**src/rtl/seg7_scan_pkg.sv**
```systemverilog
// seg7_scan_pkg: shared constants and types for the seven-segment scanner.
//   NUM_DIGITS  number of scanned digits
//   SEG_BLANK   all segments off (active-low)
//   AN_OFF      all anodes off (active-low)
//   GLYPHS      active-low {g,f,e,d,c,b,a} patterns, indexed by hex value
//   disp_t      one frame's worth of display content
package seg7_scan_pkg;

    localparam int         NUM_DIGITS = 4;
    localparam logic [6:0] SEG_BLANK  = 7'h7F;
    localparam logic [3:0] AN_OFF     = 4'hF;

    // Element [15] comes first in the concatenation, so the list reads F..0.
    localparam logic [15:0][6:0] GLYPHS = {
        7'h0E, 7'h06, 7'h21, 7'h46, 7'h03, 7'h08, 7'h10, 7'h00,
        7'h78, 7'h02, 7'h12, 7'h19, 7'h30, 7'h24, 7'h79, 7'h40
    };

    typedef struct packed {
        logic [NUM_DIGITS-1:0][3:0] digit;
        logic [NUM_DIGITS-1:0]      dp;
        logic [NUM_DIGITS-1:0]      blank;
    } disp_t;

endpackage

```
**src/rtl/seg7_scan_hex.sv**
```systemverilog
// hex_to_7seg: combinational hex digit to active-low seven-segment glyph.
//   hex  in  4  digit value 0..F
//   seg  out 7  {g,f,e,d,c,b,a}, active-low
module hex_to_7seg
    import seg7_scan_pkg::*;
(
    input  logic [3:0] hex,
    output logic [6:0] seg
);

    assign seg = GLYPHS[hex];

endmodule

```
**src/rtl/seg7_scan.sv**
```systemverilog
// seg7_scan: time-multiplexed driver for a 4-digit common-anode display.
// A write lands in a shadow register and is copied to the live display
// only on a frame boundary, so a frame never mixes old and new digits.
//   clk       in   1   system clock
//   reset     in   1   synchronous, active-high
//   wr_valid  in   1   write request
//   wr_ready  out  1   high when no write is waiting for a frame boundary
//   data      in   16  four hex digits, data[3:0] is digit0 (an[0])
//   dp_in     in   4   decimal point per digit, 1 = lit
//   blank     in   4   per-digit blank, 1 = never lit
//   an        out  4   anode enables, active-low
//   seg       out  7   segments {g..a}, active-low
//   dp        out  1   decimal point, active-low
module seg7_scan
    import seg7_scan_pkg::*;
#(
    parameter int PRESCALE = 50000,
    parameter int GHOST    = 2
) (
    input  logic        clk,
    input  logic        reset,
    input  logic        wr_valid,
    output logic        wr_ready,
    input  logic [15:0] data,
    input  logic [3:0]  dp_in,
    input  logic [3:0]  blank,
    output logic [3:0]  an,
    output logic [6:0]  seg,
    output logic        dp
);

    localparam int PW = (PRESCALE > 1) ? $clog2(PRESCALE) : 1;

    logic [PW-1:0] pcnt;
    logic [1:0]    idx;
    disp_t         disp;
    disp_t         shadow;
    logic          pending;

    logic          tick;
    logic          boundary;
    logic          accept;
    logic [6:0]    glyph;

    assign tick     = (pcnt == PW'(PRESCALE - 1));
    assign boundary = tick && (idx == 2'd3);
    assign wr_ready = ~pending;
    assign accept   = wr_valid && ~pending;

    hex_to_7seg u_dec (
        .hex (disp.digit[idx]),
        .seg (glyph)
    );

    always_ff @(posedge clk) begin
        if (reset) begin
            pcnt    <= '0;
            idx     <= '0;
            disp    <= '0;
            shadow  <= '0;
            pending <= 1'b0;
            an      <= AN_OFF;
            seg     <= SEG_BLANK;
            dp      <= 1'b1;
        end else begin
            pcnt <= tick ? '0 : pcnt + PW'(1);
            if (tick)
                idx <= idx + 2'd1;

            // accept needs pending==0 and the copy needs pending==1, so a
            // write arriving on a boundary edge only fills the shadow.
            if (boundary && pending) begin
                disp    <= shadow;
                pending <= 1'b0;
            end
            if (accept) begin
                shadow  <= {data, dp_in, blank};
                pending <= 1'b1;
            end

            // The first GHOST clocks of each slot keep every anode off so the
            // previous digit's segments never flash on the new anode.
            if ((pcnt >= PW'(GHOST)) && !disp.blank[idx])
                an <= ~(4'b0001 << idx);
            else
                an <= AN_OFF;
            seg <= glyph;
            dp  <= ~disp.dp[idx];
        end
    end

endmodule

```
**config.mk**
```make
export PLATFORM = sky130hd
export DESIGN_NAME = seg7_scan
export DESIGN_NICKNAME = d
export VERILOG_FILES = /design/src/rtl/seg7_scan_pkg.sv /design/src/rtl/seg7_scan_hex.sv /design/src/rtl/seg7_scan.sv
export SDC_FILE = /design/constraint.sdc
export NUM_CORES = 1
export LEC_CHECK = 0
export BUFFER_PORTS_ARGS = -buffer_cell sky130_fd_sc_hd__buf_2
export CORE_ASPECT_RATIO = 0.7
export CORE_MARGIN = 4
export CORE_UTILIZATION = 52
export DETAILED_ROUTE_END_ITERATION = 10
export PLACE_DENSITY = 0.83
export SLEW_MARGIN = 10
export SYNTH_ARGS = -nofsm -noshare
export SYNTH_HDL_FRONTEND = slang
export SYNTH_SLANG_ARGS = --single-unit
```
**constraint.sdc**
```tcl
create_clock -name clk -period 2.3 [get_ports clk]
set_clock_uncertainty 0.2 [all_clocks]
set_input_delay 0.46 -clock clk [delete_from_list [all_inputs] [get_ports clk]]
set_output_delay 0.46 -clock clk [all_outputs]
set_load 0.02 [all_outputs]
```
==> results of run 1 <==
-- flip-flops by register name, indices dropped and copies added, names as in the netlist --
signal and cells:
pcnt 16, idx 2, shadow 24, seg 7, disp 24, dp 1, an 4, pending 1
-- power by group through the flow --
stage / Combinational (µW) / Clock, µW / Sequential, µW
2_1_floorplan: 79.6 / 0 / 1460
3_3_place_gp: 141 / 0 / 1450
3_5_place_dp: 148 / 0 / 1460
4_1_cts: 149 / 1030 / 1420
5_1_grt: 164 / 1100 / 1430
6_report: 148 / 1020 / 1430
-- layer usage --
layer  up-vias  part of all wire [%]  GRT usage [%]
li1       1483                     -              -
met3        19                   7.7          7.197
met2       144                    46          30.34
met4         0                   1.8          6.029
met5         -                     0              0
met1      1429                    44          28.84
-- area by class of cell --
class                   instances  share of cell area [%]
multi-input cells             270                   43.10
clock inverters                 6                   1.457
flip-flops and latches         79                   38.39
inverters                       9                  0.8194
clock buffers                  10                   3.338
repair buffers                 63                   10.14
well taps                      91                   2.762
-- synthesized netlist by cell type --
master,count
inv_1,8
or4_1,4
a21oi_1,55
or2_2,1
buf_1,1
or3_1,3
dfxtp_1,79
xor2_1,7
buf_2,1
buf_6,3
o21ai_0,5
o311ai_0,2
inv_2,1
or3b_2,1
nand2b_1,1
buf_4,1
and3_1,3
and4_1,1
o221ai_1,2
nand2_1,62
ha_1,12
o211ai_1,2
nor2b_1,2
o31a_1,1
a311oi_1,1
nand4_1,30
and2_1,1
clkbuf_1,25
nor2_1,16
mux2_2,2
mux2i_1,2
nand3_1,10
xnor2_1,5
o31ai_1,24
o31ai_2,1
mux4_2,6
nor3_1,7
o21ai_4,1
-- critical path, cell delays in order (launching register included) --
cell,delay (ns)
dfxtp_2,0.32
or4_4,0.53
or4_4,0.58
buf_12,0.18
o31ai_1,0.31
a21oi_1,0.11
-- how the worst max path moves through the flow --
stage / from / to / slack [ns] / cells past startpoint
CTS: pcnt[11]$_SDFF_PP0_ / disp[18]$_SDFFE_PP0P_ / 0.002 / 5
global placement: pcnt[11]$_SDFF_PP0_ / disp[23]$_SDFFE_PP0P_ / 0.04 / 5
finish: pcnt[11]$_SDFF_PP0_ / disp[13]$_SDFFE_PP0P_ / -0.05 / 5
floorplan: pcnt[11]$_SDFF_PP0_ / disp[1]$_SDFFE_PP0P_ / 0.01 / 6
global route: pcnt[11]$_SDFF_PP0_ / disp[11]$_SDFFE_PP0P_ / -0.10 / 5
detailed placement: pcnt[11]$_SDFF_PP0_ / disp[11]$_SDFFE_PP0P_ / -0.07 / 5
-- stage by stage --
step           cells  utilization [%]  hold WS, ns  instance area [µm²]  total power [µW]
2_1_floorplan    389                -       0.2255                 3451              1541
3_3_place_gp     511            60.27       0.2416                 3819              1596
3_5_place_dp     511            60.27       0.2472                 3819              1604
4_1_cts          527            63.92       0.1256                 4050              2602
5_1_grt          528            65.07       0.1263                 4123              2690
6_report         528            65.07       0.1333                 4123              2591
-- timing repair --
action                                  4_1_cts  5_1_grt
gates resized for setup                       7       12
pin swaps                                     0        1
hold buffers                                  0        0
endpoints found under the setup margin       37       41
gates cloned                                  0        1
-- kinds of logic after synthesis --
logic type	count (synthesis)	share of synthesized area [%]
multiplexers	10	5.149
AO/OA/AOI/OAI	94	16.71
XOR/XNOR	12	3.046
adder cells (fa/ha/maj)	12	4.351
buffers and inverters	40	5.148
AND/OR/NAND/NOR	142	19.76
flip-flops	79	45.83
==> results_dict.tcl, run 1 <==
set metrics [dict create \
    status "complete, but fails checks" \
    violations "setup timing" \
    maxCapViolCount 0 \
    die_y_um 76.16 \
    worstSetupEndpointType "register" \
    drt.antenna.violating_nets 0 \
    wl_per_cell_um 15.71 \
    setup_slack_ns -0.05055 \
    netlist_instances 389 \
    n_antenna_cell 0 \
    p_leak_uw 0.001486 \
    root_buffer "clkbuf_8" \
    vias_per_cell 5.824 \
    htree_levels 3 \
    cts_buffers 9 \
    io_pins 40 \
    ys_types 38 \
    hold_violations 0 \
    final_cell_mix "dfxtp_1 (78), nand2_1 (62), a21oi_1 (55), buf_2 (39), nand4_1 (30)" \
    yosysTopAreaCell "dfxtp_1" \
    syn_area_um2 3451 \
    clock_sinks 79 \
    nNetsFinal 471 \
    drive_gt1_share_pct 25.40 \
    arrival_ns 2.38 \
    p_sw_uw 604.0 \
    tightest_slew_ns 0.6349 \
    p_comb_share_pct 5.7 \
    synth_top_area_share_pct 45.83 \
    hold_end "shadow[22]$_SDFFE_PP0P_" \
    tritoncts "built" \
    area_delta_synth_final_pct 19.47 \
    post-place-ws_ns -0.06657 \
    vias 3075 \
    required_ns 2.33 \
    clkTransAtPathRegs_ns 0.09 \
    ff2ff_path_depth 5 \
    globalplace.congestion 0.8761 \
    finalSetupViolations 5 \
    ir_drop_mv 0.4056 \
    drtIter0Drc 263 \
    finalSetupTns_ns -0.1158 \
    seq_area_frac_synth_pct 45.83 \
    r2r_end "disp[13]$_SDFFE_PP0P_" \
    syn_area_per_cell_um2 8.871 \
    pwr-share-seq_pct 55.0 \
    final_common_cell "dfxtp_1" \
    synthTopCellsByArea "dfxtp_1 (46%), a21oi_1 (8.0%), nand2_1 (6.7%)" \
    regArea_um2 1583 \
    crit_fanout 14 \
    fmaxAchievable_mhz 425.4 \
    ys_warn_count 0 \
    syn_nets 428 \
    port_buffers 39 \
    swShare_pct 23.31 \
    p_int_uw 1987 \
    dieWidth_um 105.4 \
    multi_input_area_um2 1777 \
    rows 24 \
    core_area_um2 6336 \
    start_kind "register" \
    worstHoldPathType "input port to register" \
    first_global_vias 2882 \
    rsz0062_at_grt "true" \
    hold_path.startpoint "data[14]" \
    grt_start_max_net_pins 52 \
    antenna_found_initial 0 \
    reg2reg_slack_ns -0.05 \
    firstDrtPassIters 4 \
    start_util_pct 54.46 \
    clk_path_buf_depth 2 \
    power_density_nw_per_um2 628.5 \
    clockPowerShare_pct 39.3 \
    min_path_cells 3 \
    clkLatencyLatePin_ns 0.36 \
    fin_crit_ns 2.351 \
    ys_ff_latch 79 \
    post_cts_buffers 0 \
    worstSetupPathType "register to register" \
    grt_util_all_layers_pct 20.73 \
    wl_um 8295 \
    nFillCells 509 \
    worstReg2RegStart "pcnt[11]$_SDFF_PP0_" \
    grt-ovfl-total 0 \
    drc 0 \
    grt_pass1_wl_um 13670 \
    dpl.hpwl_um 5426 \
    slew_headroom_pct 57.61 \
    post-route-period-util_pct 102.2 \
    slew_viol_final 0 \
    dieArea_um2 8024 \
]
Note: power is estimated with default switching activity, not from simulation.
==> run 2, diff against run 1 <==
--- a/config.mk
+++ b/config.mk
@@ -8,9 +8,9 @@
 export BUFFER_PORTS_ARGS = -buffer_cell sky130_fd_sc_hd__buf_2
 export CORE_ASPECT_RATIO = 0.7
 export CORE_MARGIN = 4
-export CORE_UTILIZATION = 52
+export CORE_UTILIZATION = 43
 export DETAILED_ROUTE_END_ITERATION = 10
-export PLACE_DENSITY = 0.83
+export PLACE_DENSITY = 0.72
 export SLEW_MARGIN = 10
 export SYNTH_ARGS = -nofsm -noshare
 export SYNTH_HDL_FRONTEND = slang
==> run 2 against run 1 <==
  * The run now ends clean
  * Combinational power hardly changed
  * First-iteration DRC count is 22% lower
  * Non-clock buffer count is 4 higher
  * Worst hold slack better by 0.024 ns
  * Core utilization is 11 points lower
  * Via count is 3.3% lower
  * Clock power is 50% higher
  * Setup slack better by 0.081 ns
  * Sequential share of layout area is 0.89 points lower
==> results_dict.tcl, run 2 (synthesis results as in run 1) <==
set metrics [dict create \
    slew_headroom_pct 66.50 \
    wl_um 7946 \
    grt_start_max_net_pins 29 \
    power_uw 3099 \
    clkTransAtPathRegs_ns 0.06 \
    clkLatencyLatePin_ns 0.34 \
    grt_pass1_wl_um 13120 \
    drt.antenna.violating_nets 0 \
    post-place-ws_ns -0.02190 \
    slowest_delay_ns 0.56 \
    rsz0062_at_grt "true" \
    rows 27 \
    worstHoldPathType "input port to register" \
    start_util_pct 44.03 \
    dieWidth_um 115.1 \
    drtIter0Drc 206 \
    wl_per_cell_um 14.66 \
    largestRegisters "disp (24), shadow (24), pcnt (16)" \
    dp_cells 522 \
    fin_crit_ns 2.270 \
    io_pins 40 \
    crit_fanout 28 \
    tightest_slew_ns 0.5017 \
    drc 0 \
    slew_viol_final 0 \
    antenna_found_initial 0 \
    crit_chain "or4_1 > or4_4 > buf_12 > o31ai_1 > a21oi_1" \
    firstDrtPassIters 5 \
    power_density_nw_per_um2 734.4 \
    regArea_um2 1583 \
    grt_util_all_layers_pct 17.03 \
    final_common_cell "dfxtp_1" \
    area_delta_synth_final_pct 22.30 \
    worstSetupPathType "register to register" \
    crit_path_top_delay_cell "or4_4" \
    core_area_um2 7838 \
    dpl.hpwl_um 5259 \
    finalSetupViolations 0 \
    tritoncts "built" \
    drive_gt1_share_pct 22.68 \
    ir_drop_mv 0.3652 \
    maxCapViolCount 0 \
    setup_slack_ns 0.03000 \
    status "complete, no violations" \
    fin_cells 542 \
    port_buffers 39 \
    nFillCells 718 \
    grt-ovfl-total 0 \
    arrival_ns 2.28 \
    n_antenna_cell 0 \
    post-route-period-util_pct 98.70 \
    multi_input_area_um2 1705 \
    root_buffer "clkbuf_16" \
    start_kind "register" \
    globalplace.congestion 0.8505 \
    required_ns 2.31 \
    dieArea_um2 9545 \
    fin_util_pct 53.85 \
    fmaxAchievable_mhz 440.5 \
    clk_path_buf_depth 2 \
    clock_sinks 79 \
    vias 2975 \
    cts_buffers 9 \
    first_global_vias 2717 \
    p_leak_uw 0.001562 \
    final_cell_mix "dfxtp_1 (78), nand2_1 (62), a21oi_1 (55), buf_2 (39), nand4_1 (30)" \
    worstSetupEndpointType "register" \
    whs_ns 0.1569 \
    htree_levels 3 \
    nNetsFinal 475 \
    die_y_um 82.95 \
    vias_per_cell 5.489 \
    hold_violations 0 \
]
run 2: cell types whose count changed in the layout (fill, tap and decap cells not counted), moves of 2 or more:
cell	before	now
buf_4	21	25
clkbuf_8	10	5
clkbuf_16	1	9
o31ai_2	15	2
clkinv_2	3	1
clkinvlp_4	2	0
o31ai_1	10	23
run 2: worst max-delay path: cells and delay by family (launching register included):
| family | cells | cell delay, ns |
|---|---|---|
| AO/OA/AOI/OAI | 2 | 0.35 |
| buffers and inverters | 1 | 0.19 |
| AND/OR/NAND/NOR | 2 | 1.10 |
| flip-flops | 1 | 0.31 |
run 2: final cells by class:
type / instances / share of cell area, %
Multi-Input combinational cell: 270 / 40.41
Clock buffer: 14 / 6.967
Tap cell: 101 / 2.994
Sequential cell: 79 / 37.50
Inverter: 9 / 0.8005
Timing Repair Buffer: 67 / 10.50
Clock inverter: 2 / 0.8301
run 2: repair_timing:
item | 4_1_cts | 5_1_grt
resized for setup | 2 | 1
pin swaps | 0 | 0
hold buffers | 0 | 0
setup buffers | 0 | 4
endpoints found under the setup margin | 3 | 24
run 2: layer usage:
metal  wire length (µm)  share of wire (%)  global-route usage, %
met5                  0                  0                      0
met4                151                1.9                  4.371
met3                515                6.5                  6.701
met2               3345                 42                  24.26
met1               3934                 50                  23.99
run 2: stage by stage:
step,instance area (µm²),TNS (ns)
finish,4220,0
global route,4220,-0.3291
CTS,4189,0
detailed placement,3851,-0.02190
global placement,3851,0
floorplan,3451,0
run 2: worst paths after layout:
kind | startpoint | to | slack, ns | cells after the start
setup / recovery | pcnt[11]$_SDFF_PP0_ | disp[19]$_SDFFE_PP0P_ | 0.03 | 5
hold / removal | data[1] | shadow[9]$_SDFFE_PP0P_ | 0.16 | 3
hold reg to reg | shadow[16]$_SDFFE_PP0P_ | shadow[16]$_SDFFE_PP0P_ | 0.25 | 2
setup reg to reg | pcnt[11]$_SDFF_PP0_ | disp[19]$_SDFFE_PP0P_ | 0.03 | 5
run 2: power breakdown:
part	leakage (µW)	internal (µW)	switching [µW]	total [µW]
registers	0.000644	1410	20.2	1430
logic	0.000753	60.3	87.2	148
clock network	0.000165	987	539	1530
==> run 3, diff against run 2 <==
--- a/config.mk
+++ b/config.mk
@@ -5,6 +5,7 @@
 export SDC_FILE = /design/constraint.sdc
 export NUM_CORES = 1
 export LEC_CHECK = 0
+export ABC_AREA = 1
 export BUFFER_PORTS_ARGS = -buffer_cell sky130_fd_sc_hd__buf_2
 export CORE_ASPECT_RATIO = 0.7
 export CORE_MARGIN = 4
==> run 3 against run 2 <==
  * Worst hold slack got worse by 0.020 ns
  * Clock power shrank 14%
  * First-iteration DRC count rose by 17%
  * Largest cell class unchanged
  * Sequential share of layout area up 0.65 points
  * Setup slack better by 0.18 ns
  * Synthesized cell count increased by 35%
  * Clock-buffer cell count down 3
  * Global-route usage decreased by 0.063 points
  * Final cell count rose by 23%
  * Combinational power decreased by 3%
==> results_dict.tcl, run 3 <==
set metrics [dict create \
    cts.repair.resized 0 \
    finalSetupViolations 0 \
    syn_area_um2 3607 \
    start_util_pct 45.05 \
    dieArea_um2 9941 \
    required_ns 2.38 \
    ys_ff_latch 79 \
    syn_nets 566 \
    drive_gt1_share_pct 14.08 \
    globalplace.congestion 0.8925 \
    port_buffers 39 \
    n_antenna_cell 0 \
    p_leak_uw 0.001973 \
    rsz0062_at_grt "false" \
    tritoncts "built" \
    crit_fanout 10 \
    fin_crit_ns 2.094 \
    root_buffer "clkbuf_16" \
    nFillCells 811 \
    wl_um 7842 \
    htree_levels 3 \
    ys_types 25 \
    status "complete, no violations" \
    cts_buffers 9 \
    largestRegisters "disp (24), shadow (24), pcnt (16)" \
    area_delta_synth_final_pct 14.92 \
    cts_hold_buf 0 \
    hold_violations 0 \
    ys_warn_count 0 \
    slew_headroom_pct 53.11 \
    clkLatencyLatePin_ns 0.34 \
    seq_area_frac_synth_pct 43.84 \
    dpl.hpwl_um 5385 \
    post-route-period-util_pct 91.06 \
    synth_ff_type "dfxtp_1" \
    clkTransAtPathRegs_ns 0.06 \
    grt_pass1_wl_um 13880 \
    drc 0 \
    nNetsFinal 602 \
    synth_common_cells "nand2_1 (126), nor2_1 (119), dfxtp_1 (79)" \
    dieWidth_um 117.5 \
    grt_util_all_layers_pct 16.97 \
    first_global_vias 3056 \
    async_reset_ff_share_pct 0 \
    yosysTopAreaCell "dfxtp_1" \
    start_kind "register" \
    netlist_instances 527 \
    antenna_found_initial 0 \
    post_cts_buffers 0 \
    wl_per_cell_um 11.72 \
    io_pins 40 \
    clk_path_buf_depth 2 \
    fmaxAchievable_mhz 477.4 \
    worstSetupPathType "register to register" \
    die_y_um 84.63 \
    slew_viol_final 0 \
    drt.antenna.violating_nets 0 \
    final_common_cell "nand2_1" \
    syn_area_per_cell_um2 6.845 \
    vias_per_cell 4.765 \
    grt_start_max_net_pins 50 \
    synth_most_common_cell "nand2_1" \
    tightest_slew_ns 0.7026 \
    rows 27 \
    finalSetupTns_ns 0 \
    worstSetupEndpointType "register" \
    synth_edf_count 0 \
    clock_sinks 79 \
    arrival_ns 2.18 \
    grt-ovfl-total 0 \
    synth_top_area_share_pct 43.84 \
    power_density_nw_per_um2 697.5 \
    synthTopCellsByArea "dfxtp_1 (44%), nand2_1 (13%), nor2_1 (12%)" \
    worstHoldPathType "input port to register" \
    firstDrtPassIters 5 \
    vias 3188 \
    core_area_um2 8006 \
    ir_drop_mv 0.5493 \
    fin_util_pct 51.77 \
    maxCapViolCount 0 \
    drtIter0Drc 240 \
    final_cell_mix "nand2_1 (126), nor2_1 (119), dfxtp_1 (79), inv_1 (51), buf_2 (39)" \
]
[run 3: cell types whose count changed after synthesis, moves of 6 or more]
| cell | delta |
|---|---|
| a21oi_1 | -41 |
| clkbuf_1 | -15 |
| nor2_2 | +11 |
| nor2_1 | +103 |
| mux4_2 | -6 |
| o31ai_1 | -24 |
| nand3_1 | +26 |
| nand4_1 | -26 |
| nand2_1 | +64 |
| o21ai_0 | +29 |
| inv_1 | +43 |
[run 3: layout make-up]
| cell class | instances | area (µm²) | share of cell area [%] |
|---|---|---|---|
| Tap cell | 101 | 126.4 | 3.049 |
| Inverter | 53 | 198.9 | 4.799 |
| Multi-Input combinational cell | 375 | 1722 | 41.53 |
| Timing Repair Buffer | 45 | 240.2 | 5.795 |
| Clock buffer | 11 | 242.7 | 5.856 |
| Clock inverter | 5 | 33.78 | 0.8150 |
| Sequential cell | 79 | 1582 | 38.15 |
[run 3: layer usage]
metal / GRT usage, % / part of all wire [%] / vias to the layer above
met5: 0 / 0 / -
met4: 5.638 / 1.1 / 0
met3: 6.061 / 5.2 / 9
met2: 25.31 / 43 / 66
met1: 22.90 / 50 / 1414
li1: - / - / 1699
[run 3: worst max-delay path: stages, from the launching register on]
cell and delay [ns]:
dfxtp_1 0.48, clkinv_1 0.31, nand3_1 0.17, nand2_1 0.17, inv_1 0.17, ha_1 0.18
nand3_1 0.12, o21ai_0 0.11, nand2_1 0.07, nand2_1 0.05
[run 3: cells by family after synthesis]
family                     Yosys count  share of synthesized area (%)
AOI/OAI and AO/OA                   49                          6.868
DFF                                 79                          43.84
buffers and inverters               73                          8.428
adders and majority gates           12                          4.162
xor gates and xnor gates             3                         0.7285
and+or+nand+nor                    311                          35.97
[run 3: report_power, final]
| group | internal [µW] | switching (µW) | total (µW) |
|---|---|---|---|
| combinational | 53.8 | 88.7 | 143 |
| clock | 757 | 548 | 1310 |
| sequential | 1420 | 27.8 | 1440 |
[run 3: final timing paths]
check                       from                endpoint  slack (ns)  depth (start not counted)
max          idx[1]$_SDFFE_PP0P_       seg[5]$_SDFF_PP1_        0.21                          9
max reg2reg  idx[1]$_SDFFE_PP0P_       seg[5]$_SDFF_PP1_        0.21                          9
min reg2reg   pcnt[0]$_SDFF_PP0_      pcnt[0]$_SDFF_PP0_        0.27                          1
min                      data[0]  shadow[8]$_SDFFE_PP0P_        0.14                          3
[run 3: per-stage QoR]
step                setup WS (ns)  instance area [µm²]  hold WS (ns)  total power, µW  instances
floorplan                  0.4212                 3607        0.2297             1558        527
global placement           0.3670                 3869        0.2457             1612        653
detailed placement         0.2448                 3869        0.2599             1617        653
CTS                        0.2299                 4145        0.1273             2930        669
global route              0.05834                 4145        0.1357             3021        669
finish                     0.2055                 4145        0.1371             2891        669
